**src/rtl/controle_registradores_pkg.sv**
```systemverilog
// ctrl_pkg: shared types and constants for the controle_registradores microsequencer.
// Holds opcode / ALU-function / B-bus / C-bus encodings, the FSM state enum,
// the latched-instruction struct and the registered control payload struct.
package ctrl_pkg;

    localparam int unsigned OP_W    = 3;
    localparam int unsigned SRC_W   = 4;
    localparam int unsigned DST_W   = 4;
    localparam int unsigned INSTR_W = OP_W + SRC_W + DST_W;
    localparam int unsigned CBUS_W  = 10;
    localparam int unsigned ALU_W   = 2;

    typedef enum logic [OP_W-1:0] {
        OP_NOP   = 3'd0,
        OP_MOV   = 3'd1,
        OP_ADD   = 3'd2,
        OP_SUB   = 3'd3,
        OP_INC   = 3'd4,
        OP_LOAD  = 3'd5,
        OP_STORE = 3'd6,
        OP_ILL   = 3'd7
    } opcode_e;

    typedef enum logic [ALU_W-1:0] {
        ALU_PASS_B = 2'd0,
        ALU_ADD    = 2'd1,
        ALU_SUB    = 2'd2,
        ALU_INC    = 2'd3
    } alu_op_e;

    // B-bus source codes
    localparam logic [SRC_W-1:0] BSRC_MDR = 4'd1;
    localparam logic [SRC_W-1:0] BSRC_SP  = 4'd4;
    localparam logic [SRC_W-1:0] BSRC_LV  = 4'd5;
    localparam logic [SRC_W-1:0] BSRC_CPP = 4'd6;
    localparam logic [SRC_W-1:0] BSRC_TOS = 4'd7;
    localparam logic [SRC_W-1:0] BSRC_OPC = 4'd8;

    // C-bus write-enable bit indices
    localparam int unsigned CB_MAR = 0;
    localparam int unsigned CB_MDR = 1;
    localparam int unsigned CB_PC  = 2;
    localparam int unsigned CB_MBR = 3;
    localparam int unsigned CB_SP  = 4;
    localparam int unsigned CB_LV  = 5;
    localparam int unsigned CB_CPP = 6;
    localparam int unsigned CB_TOS = 7;
    localparam int unsigned CB_OPC = 8;
    localparam int unsigned CB_H   = 9;

    typedef enum logic [2:0] {
        ST_IDLE     = 3'd0,
        ST_EXEC     = 3'd1,
        ST_MEM_WAIT = 3'd2,
        ST_CAPTURE  = 3'd3,
        ST_WB       = 3'd4
    } state_e;

    // Field order matches instr_in: [10:8] opcode, [7:4] src, [3:0] dst
    typedef struct packed {
        opcode_e          op;
        logic [SRC_W-1:0] src;
        logic [DST_W-1:0] dst;
    } instr_t;

    typedef struct packed {
        logic [SRC_W-1:0]  bbus;
        logic [CBUS_W-1:0] cbus;
        alu_op_e           alu;
        logic              mem_rd;
        logic              mem_wr;
    } ctrl_out_t;

    function automatic logic src_legal(input logic [SRC_W-1:0] src);
        return src inside {BSRC_MDR, BSRC_SP, BSRC_LV, BSRC_CPP, BSRC_TOS, BSRC_OPC};
    endfunction

    // NOP uses neither field, so only its opcode matters
    function automatic logic instr_legal(input instr_t i);
        if (i.op == OP_ILL) return 1'b0;
        if (i.op == OP_NOP) return 1'b1;
        return src_legal(i.src) && (i.dst <= DST_W'(CB_H));
    endfunction

    // Indices above CB_H shift out to zero, so an out-of-range index never enables a register
    function automatic logic [CBUS_W-1:0] cbus_onehot(input logic [DST_W-1:0] idx);
        return CBUS_W'(1) << idx;
    endfunction

    function automatic alu_op_e alu_of(input opcode_e op);
        case (op)
            OP_ADD:  return ALU_ADD;
            OP_SUB:  return ALU_SUB;
            OP_INC:  return ALU_INC;
            default: return ALU_PASS_B;
        endcase
    endfunction

endpackage

```
**src/rtl/controle_registradores_if.sv**
```systemverilog
// controle_registradores_if: instruction handshake plus datapath control bundle.
//   master: instruction source / memory side (drives instr_valid, instr_in, mem_ready)
//   slave : the microsequencer (drives instr_ready and all control outputs)
interface controle_registradores_if;
    import ctrl_pkg::*;

    logic               instr_valid;
    logic [INSTR_W-1:0] instr_in;
    logic               instr_ready;
    logic               mem_ready;
    logic [SRC_W-1:0]   bbus_sig;
    logic [CBUS_W-1:0]  cbus_sig;
    logic [ALU_W-1:0]   alu_op;
    logic               mem_rd;
    logic               mem_wr;
    logic               done;
    logic               err;

    modport master (
        output instr_valid, instr_in, mem_ready,
        input  instr_ready, bbus_sig, cbus_sig, alu_op, mem_rd, mem_wr, done, err
    );

    modport slave (
        input  instr_valid, instr_in, mem_ready,
        output instr_ready, bbus_sig, cbus_sig, alu_op, mem_rd, mem_wr, done, err
    );

endinterface

```
**src/rtl/controle_registradores_timeout.sv**
```systemverilog
// ctrl_timeout: MEM_WAIT cycle counter.
//   clear   : restart counting (asserted on entry to MEM_WAIT)
//   tick    : one wait cycle elapsed
//   expired : registered; high during the last allowed wait cycle
// Only instantiated when CTRL_TIMEOUT_EN is defined.
module ctrl_timeout #(
    parameter int unsigned TIMEOUT_CYCLES = 16
) (
    input  logic clock,
    input  logic reset_n,
    input  logic clear,
    input  logic tick,
    output logic expired
);

    localparam int unsigned CNT_W    = (TIMEOUT_CYCLES > 1) ? $clog2(TIMEOUT_CYCLES) : 1;
    localparam int unsigned LAST_CNT = (TIMEOUT_CYCLES > 1) ? TIMEOUT_CYCLES - 1 : 0;

    logic [CNT_W-1:0] cnt_q, cnt_d;
    logic             expired_q, expired_d;

    // expired flags the cycle whose count equals the final index, one cycle ahead of the count itself
    always_comb begin
        cnt_d     = cnt_q;
        expired_d = expired_q;
        if (clear) begin
            cnt_d     = '0;
            expired_d = (LAST_CNT == 0);
        end else if (tick && !expired_q) begin
            cnt_d     = cnt_q + CNT_W'(1);
            expired_d = ((cnt_q + CNT_W'(1)) == CNT_W'(LAST_CNT));
        end
    end

    always_ff @(posedge clock or negedge reset_n) begin
        if (!reset_n) begin
            cnt_q     <= '0;
            expired_q <= 1'b0;
        end else begin
            cnt_q     <= cnt_d;
            expired_q <= expired_d;
        end
    end

    assign expired = expired_q;

endmodule

```
**src/rtl/controle_registradores.sv**
```systemverilog
// controle_registradores: microsequencer for register bank / ALU / RAM control.
// Accepts one 11-bit instruction over valid/ready, expands it into 1-4 control
// cycles (EXEC, MEM_WAIT, CAPTURE, WB) and pulses done (legal) or err (illegal
// or memory timeout) on return to IDLE.
//   clock, reset_n : system clock, async active-low reset
//   bus (slave)    : instr_valid/instr_in/instr_ready, mem_ready,
//                    bbus_sig, cbus_sig, alu_op, mem_rd, mem_wr, done, err
// Optional feature: define CTRL_TIMEOUT_EN to abort MEM_WAIT after
// TIMEOUT_CYCLES cycles without mem_ready.
module controle_registradores
    import ctrl_pkg::*;
#(
    parameter int unsigned TIMEOUT_CYCLES = 16
) (
    input  logic                     clock,
    input  logic                     reset_n,
    controle_registradores_if.slave  bus
);

    state_e    state_q, state_d;
    instr_t    instr_q, instr_d;
    ctrl_out_t out_q, out_d;
    logic      done_q, done_d;
    logic      err_q, err_d;
    logic      idle_q, idle_d;
    logic      timeout_expired;

`ifdef CTRL_TIMEOUT_EN
    logic timeout_clear;
    logic timeout_tick;

    assign timeout_clear = (state_d == ST_MEM_WAIT) && (state_q != ST_MEM_WAIT);
    assign timeout_tick  = (state_q == ST_MEM_WAIT);

    ctrl_timeout #(
        .TIMEOUT_CYCLES (TIMEOUT_CYCLES)
    ) u_timeout (
        .clock   (clock),
        .reset_n (reset_n),
        .clear   (timeout_clear),
        .tick    (timeout_tick),
        .expired (timeout_expired)
    );
`else
    logic [31:0] timeout_cfg_unused;

    assign timeout_cfg_unused = 32'(TIMEOUT_CYCLES);
    assign timeout_expired    = 1'b0;
`endif

    // Next state, then Moore outputs for the state being entered so they register alongside it
    always_comb begin
        state_d = state_q;
        instr_d = instr_q;
        done_d  = 1'b0;
        err_d   = 1'b0;
        out_d   = '0;

        unique case (state_q)
            ST_IDLE: begin
                if (bus.instr_valid) begin
                    instr_d = instr_t'(bus.instr_in);
                    if (instr_legal(instr_d)) state_d = ST_EXEC;
                    else                      err_d   = 1'b1;
                end
            end
            ST_EXEC: begin
                if (instr_q.op == OP_LOAD || instr_q.op == OP_STORE) begin
                    state_d = ST_MEM_WAIT;
                end else begin
                    state_d = ST_IDLE;
                    done_d  = 1'b1;
                end
            end
            ST_MEM_WAIT: begin
                // mem_ready wins over a simultaneous timeout
                if (bus.mem_ready) begin
                    if (instr_q.op == OP_LOAD) begin
                        state_d = ST_CAPTURE;
                    end else begin
                        state_d = ST_IDLE;
                        done_d  = 1'b1;
                    end
                end else if (timeout_expired) begin
                    state_d = ST_IDLE;
                    err_d   = 1'b1;
                end
            end
            ST_CAPTURE: state_d = ST_WB;
            ST_WB: begin
                state_d = ST_IDLE;
                done_d  = 1'b1;
            end
            default: state_d = ST_IDLE;
        endcase

        unique case (state_d)
            ST_EXEC: begin
                case (instr_d.op)
                    OP_MOV, OP_ADD, OP_SUB, OP_INC: begin
                        out_d.bbus = instr_d.src;
                        out_d.alu  = alu_of(instr_d.op);
                        out_d.cbus = cbus_onehot(instr_d.dst);
                    end
                    OP_LOAD, OP_STORE: begin
                        // address phase: src -> MAR
                        out_d.bbus = instr_d.src;
                        out_d.alu  = ALU_PASS_B;
                        out_d.cbus = cbus_onehot(DST_W'(CB_MAR));
                    end
                    default: out_d = '0;
                endcase
            end
            ST_MEM_WAIT: begin
                out_d.mem_rd = (instr_d.op == OP_LOAD);
                out_d.mem_wr = (instr_d.op == OP_STORE);
            end
            ST_CAPTURE: out_d.cbus = cbus_onehot(DST_W'(CB_MDR));
            ST_WB: begin
                out_d.bbus = BSRC_MDR;
                out_d.alu  = ALU_PASS_B;
                out_d.cbus = cbus_onehot(instr_d.dst);
            end
            default: out_d = '0;
        endcase

        idle_d = (state_d == ST_IDLE);
    end

    always_ff @(posedge clock or negedge reset_n) begin
        if (!reset_n) begin
            state_q <= ST_IDLE;
            instr_q <= '0;
            out_q   <= '0;
            done_q  <= 1'b0;
            err_q   <= 1'b0;
            idle_q  <= 1'b1;
        end else begin
            state_q <= state_d;
            instr_q <= instr_d;
            out_q   <= out_d;
            done_q  <= done_d;
            err_q   <= err_d;
            idle_q  <= idle_d;
        end
    end

    // ready is held low while reset is asserted and returns high as soon as it is released
    assign bus.instr_ready = reset_n & idle_q;
    assign bus.bbus_sig    = out_q.bbus;
    assign bus.cbus_sig    = out_q.cbus;
    assign bus.alu_op      = out_q.alu;
    assign bus.mem_rd      = out_q.mem_rd;
    assign bus.mem_wr      = out_q.mem_wr;
    assign bus.done        = done_q;
    assign bus.err         = err_q;

endmodule

```
**src/flat_wrapper.sv**
```systemverilog
// flat-port wrapper written by rule: the top's interface ports become plain ports
module controle_registradores_flat import ctrl_pkg::*;
#(
    parameter int unsigned TIMEOUT_CYCLES = 16
)
  (clock, reset_n, bus_instr_valid, bus_instr_in, bus_mem_ready, bus_instr_ready, bus_bbus_sig, bus_cbus_sig, bus_alu_op, bus_mem_rd, bus_mem_wr, bus_done, bus_err);
  controle_registradores_if bus_i ();
  input  logic clock;
  input  logic reset_n;
  input wire logic [$bits(bus_i.instr_valid)-1:0] bus_instr_valid;
  input wire logic [$bits(bus_i.instr_in)-1:0] bus_instr_in;
  input wire logic [$bits(bus_i.mem_ready)-1:0] bus_mem_ready;
  output wire logic [$bits(bus_i.instr_ready)-1:0] bus_instr_ready;
  output wire logic [$bits(bus_i.bbus_sig)-1:0] bus_bbus_sig;
  output wire logic [$bits(bus_i.cbus_sig)-1:0] bus_cbus_sig;
  output wire logic [$bits(bus_i.alu_op)-1:0] bus_alu_op;
  output wire logic [$bits(bus_i.mem_rd)-1:0] bus_mem_rd;
  output wire logic [$bits(bus_i.mem_wr)-1:0] bus_mem_wr;
  output wire logic [$bits(bus_i.done)-1:0] bus_done;
  output wire logic [$bits(bus_i.err)-1:0] bus_err;
  assign bus_i.instr_valid = bus_instr_valid;
  assign bus_i.instr_in = bus_instr_in;
  assign bus_i.mem_ready = bus_mem_ready;
  assign bus_instr_ready = bus_i.instr_ready;
  assign bus_bbus_sig = bus_i.bbus_sig;
  assign bus_cbus_sig = bus_i.cbus_sig;
  assign bus_alu_op = bus_i.alu_op;
  assign bus_mem_rd = bus_i.mem_rd;
  assign bus_mem_wr = bus_i.mem_wr;
  assign bus_done = bus_i.done;
  assign bus_err = bus_i.err;
  controle_registradores #(.TIMEOUT_CYCLES(TIMEOUT_CYCLES)) u_core (.clock(clock), .reset_n(reset_n), .bus(bus_i));
endmodule
```
**config.mk**
```make
export PLATFORM = sky130hd
export DESIGN_NAME = controle_registradores_flat
export DESIGN_NICKNAME = d
export VERILOG_FILES = /design/src/rtl/controle_registradores_pkg.sv /design/src/rtl/controle_registradores_if.sv /design/src/rtl/controle_registradores_timeout.sv /design/src/rtl/controle_registradores.sv /design/src/flat_wrapper.sv
export SDC_FILE = /design/constraint.sdc
export NUM_CORES = 1
export LEC_CHECK = 0
export ABC_AREA = 1
export BUFFER_PORTS_ARGS = -buffer_cell sky130_fd_sc_hd__buf_2
export CAP_MARGIN = 5
export CORE_MARGIN = 3
export CORE_UTILIZATION = 53
export DETAILED_ROUTE_END_ITERATION = 16
export HOLD_SLACK_MARGIN = 0.15
export PLACE_DENSITY = 0.9
export SYNTH_ARGS = -nofsm -noshare
export SYNTH_HDL_FRONTEND = slang
export SYNTH_HIERARCHICAL = 1
export SYNTH_SLANG_ARGS = --single-unit
```
**constraint.sdc**
```tcl
create_clock -name clock -period 2 [get_ports clock]
set_input_delay 0.4 -clock clock [delete_from_list [all_inputs] [get_ports clock]]
set_output_delay 0.4 -clock clock [all_outputs]
set_load 0.03 [all_outputs]
```
# After elaboration in Yosys (flattened, before gate mapping)
# Cells that the tools add are included.
# W data, S select, Z words.
# word_totals
mem_count	0
out_inout_bits	21
mem_bits_rw	0
mem_bits_ro	0
latch_bits	0
register_bits	35
# classes
magnitude_cmp	1
n_addsub	0
mul	0
n_bitwise	1
eq_ne	23
div_mod_pow	0
shift	1
muxes	34
n_reduce_logical	8
# op_table
operator	n
$pmux W16 S2	1
$pmux W10 S3	1
$eq A3 B3 Y1 const B	8
$mux W11	2
$mux W1	19
$eq A3 B2 Y1 const B	6
$eq A4 B3 Y1 const B	4
$pmux W3 S4	1
$shl A1 B4 Y10 const A	1
$eq A3 B1 Y1 const B	3
$logic_not A3 Y1	3
$mux W3	3
$mux W2	4
$pmux W4 S2	1
$pmux W2 S3	1
$reduce_bool A6 Y1	1
$eq A4 B1 Y1 const B	1
$eq A4 B4 Y1 const B	1
$le A4 B4 Y1 const B	1
$reduce_or A4 Y1	1
$pmux W1 S3	1
$reduce_or A2 Y1	1
$and A1 B1 Y1	1
$logic_and A1 B1 Y1	1
$logic_or A1 B1 Y1	1

# Logic depth before layout (Yosys ltp)
# Gate-level depths: netlist of the first run.
# depth
depth_word	16
depth_mapped	13
depth_no_buf	13

# Least setup slack after synthesis of the first run
# OpenSTA, ideal clock, no wires.
# synth_path
path_type	register -> register
startpoint	register u_core.state_q[2]
endpoint	register u_core.out_q (netlist bit u_core/bus.cbus_sig[1])
t_arrival_ns	1.357
setup_slack_ns	0.522
stages_incl_launch_ff	9
n_path_buf	1
cell_sequence	dfrtp_1 > nor2_4 > nand2_4 > buf_6 > o21ai_4 > nor2_2 > nor3b_2 > nand2_1 > nand2_1
# synth_lines
element	line	text
start, declared	controle_registradores.sv:20	state_e state_q, state_d;
start signal, assigned	controle_registradores.sv:139	state_q <= state_d;
end signal, assigned	controle_registradores.sv:141	out_q <= out_d;
end, declared	controle_registradores.sv:22	ctrl_out_t out_q, out_d;

==> flow_metrics.env, run 1 <==
export IMPL_status="finished, final reports clean"
export IMPL_leakage_nw=1.08
export IMPL_grt_overflow_total=0
export IMPL_grt_usage_pct=20.5
export IMPL_skew_ns=0.00380
export IMPL_portBuffers=35
export IMPL_crit_path_end="u_core/bus.cbus_sig[4]"
export IMPL_worst_pin_slew_ns=0.415
export IMPL_syn_avg_cell_area_um2=8.56
export IMPL_synth_nets=208
export IMPL_ir_worst_vdd_v=0.000558
export IMPL_cts_root_buf="clkbuf_4"
export IMPL_cap_violations=0
export IMPL_cts_made_buffers=5
export IMPL_final_cells=267
export IMPL_required_ns=2.27
export IMPL_worst_path_buf_inv=1
export IMPL_cts_buffer_depth=2
export IMPL_setup_violations=0
export IMPL_power_density_nw_per_um2=897
export IMPL_syn_cell_area_um2=1650
export IMPL_pin_count=36
export IMPL_cp_max_fo=18
export IMPL_reg2reg_from="u_core/state_q[2]"
export IMPL_areaGrowthSynthToFinish_pct=16.3
export IMPL_worstSetupStartpointType="flip-flop"
export IMPL_drt_iter0_markers=77
export IMPL_post_synth_top_area_fraction_pct=51.5
export IMPL_fin_crit_ns=1.83
export IMPL_wl_per_cell_um=12.5
export IMPL_via_per_inst=5.16
export IMPL_ys_warn_count=6
export IMPL_drc=0
export IMPL_cp_num_cells=9
export IMPL_antennaDiodeCount=0
export IMPL_synth_area_top_cells="dfrtp_1 (51%), nand2_1 (9.1%), nand3_1 (7.9%), inv_1 (5.9%), nor2_1 (5.5%)"
export IMPL_design_core_area_um2=2850
export IMPL_critPathMaxStageDelay_ns=0.47
export IMPL_antenna_found_initial=0
export IMPL_grt_max_degree=36
export IMPL_place_hpwl_mm=2.46
export IMPL_nFillCells=223
export IMPL_seq_area_frac_synth_pct=53.1
export IMPL_relSlewSlack_pct=72.4
export IMPL_final_common_cell="nand2_1"
export IMPL_drive_above_1_share_pct=30.1
export IMPL_critical_path_class="reg2reg"
export IMPL_ys_seq_elements=35
export IMPL_hold_viol_final=0
export IMPL_startpoint="u_core/state_q[2]"
export IMPL_via_count=1379
export IMPL_cts_tree="done"
export IMPL_nNetsFinal=252
export IMPL_synth_largest_area_cell="dfrtp_1"
export IMPL_crit_family="simple AND/OR/NAND/NOR gates"
export IMPL_fp_dieH_um=61.8
export IMPL_place_gp_congestion=0.871
export IMPL_crit_slowest_cell="dfrtp_1"
export IMPL_clkTransAtPathRegs_ns=0.10
export IMPL_critical_path_arrival_ns=2.09
export IMPL_clock_sinks=35
export IMPL_dr_pass1_iters=4
export IMPL_placed_cells=260
export IMPL_path_cells="nor2_4 -> nand2_4 -> o21ai_4 -> inv_2 -> nor2_2 -> nand3_1 -> nor2_1 -> nand2_1 -> o21ai_1"
export IMPL_r2r_end="u_core/bus.cbus_sig[4]"
export IMPL_rows=19
export IMPL_period_share_pct=91.3
export IMPL_rr_worst_depth=9
export IMPL_clock_latency_ns=0.34
export IMPL_die_area_um2=3820
export IMPL_fmax_ghz=0.548
export IMPL_synthCells=193
export IMPL_first_global_vias=1253
export IMPL_worstHoldStart="bus_instr_in[7]"
export IMPL_ff2ff_setup_slack_ns=0.17
export IMPL_slew_viol_final=0
export IMPL_grt_pass1_wl_mm=5.44
export IMPL_wl_mm=3.33
export IMPL_holdCritPathClass="in2reg"
export IMPL_setup_worst_path_end_class="flip-flop"
export IMPL_start_util_pct=57.9
export IMPL_layout_common_cells="nand2_1 (40), buf_2 (35), dfrtp_1 (34)"
export IMPL_synth_distinct_cells=23
export IMPL_htree_levels=2
export IMPL_rsz0062_at_grt="false"
export IMPL_die_x_um=61.8
export IMPL_antenna_left=0
export IMPL_finalSetupTns_ns=0
export IMPL_cts_resized=0
layout make-up:
class	count	area, um^2	share of cell area (%)
well taps	31	38.8	2.02
multi-input cells	128	656	34.1
repair buffers	38	200	10.4
flip-flops and latches	35	877	45.6
inverters	29	109	5.66
clock buffers	6	41.3	2.15
metal layers:
layer,vias up,share of wire (%),track usage (%)
li1,683,-,-
met1,651,46,25.1
met2,41,47,32.4
met3,4,5.6,6.82
met4,0,1.7,10.0
met5,-,0,0
worst reg2reg max path, cell delays in order (launching register included):
cell     delay (ns)
dfrtp_1        0.47
nor2_4         0.20
nand2_4        0.19
o21ai_4        0.26
inv_2          0.09
nor2_2         0.17
nand3_1        0.13
nor2_1         0.12
nand2_1        0.06
o21ai_1        0.08
how the worst min path moves through the flow:
stage,end,slack [ns],cells past startpoint
after floorplan,u_core/bus.alu_op[0],0.10,0
after global placement,u_core/state_q[2],0.47,2
after detailed placement,u_core/state_q[2],0.47,2
after CTS,u_core/instr_q[7],0.35,3
after global routing,u_core/instr_q[0],0.37,3
final,u_core/instr_q[7],0.36,3
flip-flops by register name, summed over array words and instances, names as in the netlist, 2 cells and up:
name and cells:
u_core/instr_q 11, u_core/bus.cbus_sig 10, u_core/bus.bbus_sig 4, u_core/state_q 3
u_core/bus.alu_op 2
cells in the mapped netlist:
library cell / instances
nand2_1: 40
dfrtp_1: 34
inv_1: 26
nand3_1: 26
nor2_1: 24
nand2_2: 9
o21ai_0: 5
nor3_1: 4
inv_2: 3
nor2_4: 3
or2_2: 3
a21oi_1: 2
nand2_4: 2
nor2_2: 2
o21ai_4: 2
a21oi_2: 1
a22o_1: 1
buf_6: 1
dfstp_2: 1
nor3_2: 1
nor3b_2: 1
o21ai_1: 1
o21ai_2: 1
stage by stage:
| stage | hold WS, ns | setup WS, ns | util, % | instance area [um^2] | total power, mW |
|---|---|---|---|---|---|
| 2_1_floorplan | 0.104 | 0.522 | - | 1650 | 1.26 |
| 3_3_place_gp | 0.467 | 0.248 | 65.6 | 1870 | 1.37 |
| 3_5_place_dp | 0.466 | 0.212 | 65.6 | 1870 | 1.39 |
| 4_1_cts | 0.350 | 0.214 | 67.4 | 1920 | 1.72 |
| 5_1_grt | 0.374 | 0.0545 | 67.4 | 1920 | 1.84 |
| 6_report | 0.365 | 0.175 | 67.4 | 1920 | 1.72 |
power by group:
part | internal, mW | switching (mW) | leakage (nW)
Combinational | 0.165 | 0.385 | 0.603
Sequential | 0.795 | 0.0339 | 0.454
Clock | 0.125 | 0.219 | 0.0242
timing repair:
item / 4_1_cts / 5_1_grt
hold endpoints to repair: 34 / 0
buffers inserted: 0 / 0
hold buffers: 1 / 0
logic make-up after synthesis:
kind of cell	after synthesis	synth area share, %
AOI/OAI and AO/OA	13	5.98
and+or+nand+nor	115	33.7
buffers and inverters	30	7.27
DFF	35	53.1
Power figures use the tool's default switching activity.
==> inputs of run 2 (changes only) <==
--- a/config.mk
+++ b/config.mk
@@ -8,11 +8,13 @@
 export ABC_AREA = 1
 export BUFFER_PORTS_ARGS = -buffer_cell sky130_fd_sc_hd__buf_2
 export CAP_MARGIN = 5
+export CORE_ASPECT_RATIO = 0.5
 export CORE_MARGIN = 3
-export CORE_UTILIZATION = 53
+export CORE_UTILIZATION = 55
 export DETAILED_ROUTE_END_ITERATION = 16
+export GPL_TIMING_DRIVEN = 0
 export HOLD_SLACK_MARGIN = 0.15
-export PLACE_DENSITY = 0.9
+export PLACE_DENSITY = 0.93
 export SYNTH_ARGS = -nofsm -noshare
 export SYNTH_HDL_FRONTEND = slang
 export SYNTH_HIERARCHICAL = 1
==> constraint.sdc (replaced) <==
create_clock -name clock -period 2.3 [get_ports clock]
set_input_delay 0.46 -clock clock [delete_from_list [all_inputs] [get_ports clock]]
set_output_delay 0.46 -clock clock [all_outputs]
set_load 0.03 [all_outputs]
==> run 2 against run 1 <==
Die area fell by 2.2%. Power fell by 3.6%. Clock power rose by 30%. Count of clock-buffer cells in the layout rose by 1. First-iteration DRC count rose by 53%. Final area rose by 2.3%. Sequential share of layout area fell by 1.0 points.
==> flow_metrics.env, run 2 (synthesis gave the netlist of run 1 again) <==
export IMPL_drc=0
export IMPL_drt_iter0_markers=118
export IMPL_grt_overflow_total=0
export IMPL_path_common_cell="buf_2"
export IMPL_via_per_inst=4.95
export IMPL_leakage_nw=1.10
export IMPL_cts_tree="done"
export IMPL_start_util_pct=60.5
export IMPL_relSlewSlack_pct=48.4
export IMPL_crit_family="buffers and inverters"
export IMPL_dr_pass1_iters=6
export IMPL_status="finished, final reports clean"
export IMPL_grt_max_degree=37
export IMPL_cts_setup_buffers=0
export IMPL_first_global_vias=1284
export IMPL_final_area_um2=1970
export IMPL_antenna_found_initial=0
export IMPL_areaGrowthSynthToFinish_pct=18.9
export IMPL_htree_levels=2
export IMPL_ir_worst_vdd_v=0.000425
export IMPL_slew_viol_final=0
export IMPL_dp_slack_ns=0.355
export IMPL_antennaDiodeCount=0
export IMPL_via_count=1351
export IMPL_power_density_nw_per_um2=845
export IMPL_place_hpwl_mm=2.59
export IMPL_crit_slowest_cell="buf_2"
export IMPL_largest_reg_flops=11
export IMPL_worst_path_buf_inv=3
export IMPL_rsz0062_at_grt="false"
export IMPL_final_common_cell="nand2_1"
export IMPL_grt_usage_pct=21.1
export IMPL_design_core_area_um2=2730
export IMPL_fin_crit_ns=1.89
export IMPL_place_area_um2=1870
export IMPL_cp_max_fo=36
export IMPL_cts_root_buf="clkbuf_8"
export IMPL_ctsHoldBuffers=0
export IMPL_worst_pin_slew_ns=0.774
export IMPL_grt_pass1_wl_mm=5.87
export IMPL_required_ns=1.84
export IMPL_cts_buffer_depth=2
export IMPL_die_area_um2=3740
export IMPL_setup_violations=0
export IMPL_hold_viol_final=0
export IMPL_placed_cells=265
export IMPL_path_cells="buf_2 -> nand2_1 -> inv_1 -> buf_2"
export IMPL_clkTransAtPathRegs_ns=0.06
export IMPL_portBuffers=35
export IMPL_worstSetupStartpointType="input pin"
export IMPL_skew_ns=0.00732
export IMPL_fp_dieH_um=44.8
export IMPL_critPathMaxStageDelay_ns=0.59
export IMPL_setup_ws_ns=0.412
export IMPL_place_gp_congestion=0.829
export IMPL_antenna_left=0
export IMPL_holdCritPathClass="in2async"
export IMPL_cap_violations=0
export IMPL_pin_count=36
export IMPL_wl_mm=3.58
export IMPL_multiInputGateArea_um2=656
export IMPL_nFillCells=191
export IMPL_die_x_um=83.5
export IMPL_critical_path_class="in2out"
export IMPL_finalSetupTns_ns=0
export IMPL_critical_path_arrival_ns=1.43
export IMPL_period_share_pct=82.1
export IMPL_fmax_ghz=0.530
export IMPL_cts_resized=0
export IMPL_seq_area_um2=877
export IMPL_nNetsFinal=250
export IMPL_rows=13
export IMPL_setup_worst_path_end_class="output port"
export IMPL_layout_common_cells="nand2_1 (40), buf_2 (35), dfrtp_1 (34)"
export IMPL_largest_register="u_core/instr_q"
export IMPL_final_cells=273
export IMPL_clock_sinks=35
export IMPL_drive_above_1_share_pct=30.5
export IMPL_clock_latency_ns=0.29
export IMPL_cts_made_buffers=5
export IMPL_wl_per_cell_um=13.1
[run 2: cell count changes in the layout (fill, tap and decap cells not counted), sizes merged]
cell,change
buf,-1
clkbuf,+1
clkinv,+1
dlygate4sd3,-1
[run 2: power by group]
group / total [mW] / internal [mW] / switching, mW
clock network: 0.446 / 0.241 / 0.204
registers: 0.724 / 0.693 / 0.0309
logic: 0.491 / 0.146 / 0.345
[run 2: area by class of cell]
type                    instances  share of cell area (%)
plain buffers                   1                   0.573
clock buffers                   7                    4.39
clock inverters                 1                   0.255
inverters                      29                    5.54
multi-input cells             128                    33.4
flip-flops and latches         35                    44.6
well taps                      37                    2.36
repair buffers                 35                    8.91
[run 2: path summary, 6_finish.rpt]
| path | startpoint | endpoint | slack [ns] | depth (start not counted) |
|---|---|---|---|---|
| setup reg to reg | u_core/state_q[2] | u_core/bus.cbus_sig[1] | 0.56 | 9 |
| setup / recovery | reset_n | bus_instr_ready | 0.41 | 4 |
| hold reg to reg | u_core/instr_q[4] | u_core/instr_q[4] | 0.52 | 2 |
| hold / removal | reset_n | u_core/bus.cbus_sig[9] | 0.25 | 1 |
| min in group clock | bus_mem_ready | u_core/bus.done | 0.47 | 3 |
| max in group asynchronous | reset_n | u_core/bus.done | 1.56 | 1 |
[run 2: routing by layer]
| layer | share of wire, % | GRT usage (%) |
|---|---|---|
| met2 | 49 | 33.3 |
| met4 | 1.5 | 12.8 |
| met3 | 6.4 | 5.83 |
| met1 | 43 | 27.0 |
| met5 | 0 | 0 |
[run 2: stage by stage]
step / hold WS, ns / util, % / power, mW
2_1_floorplan: 0.164 / - / 1.09
3_3_place_gp: 0.486 / 68.6 / 1.19
3_5_place_dp: 0.502 / 68.6 / 1.22
4_1_cts: 0.265 / 71.9 / 1.67
5_1_grt: 0.314 / 71.9 / 1.76
6_report: 0.246 / 71.9 / 1.66
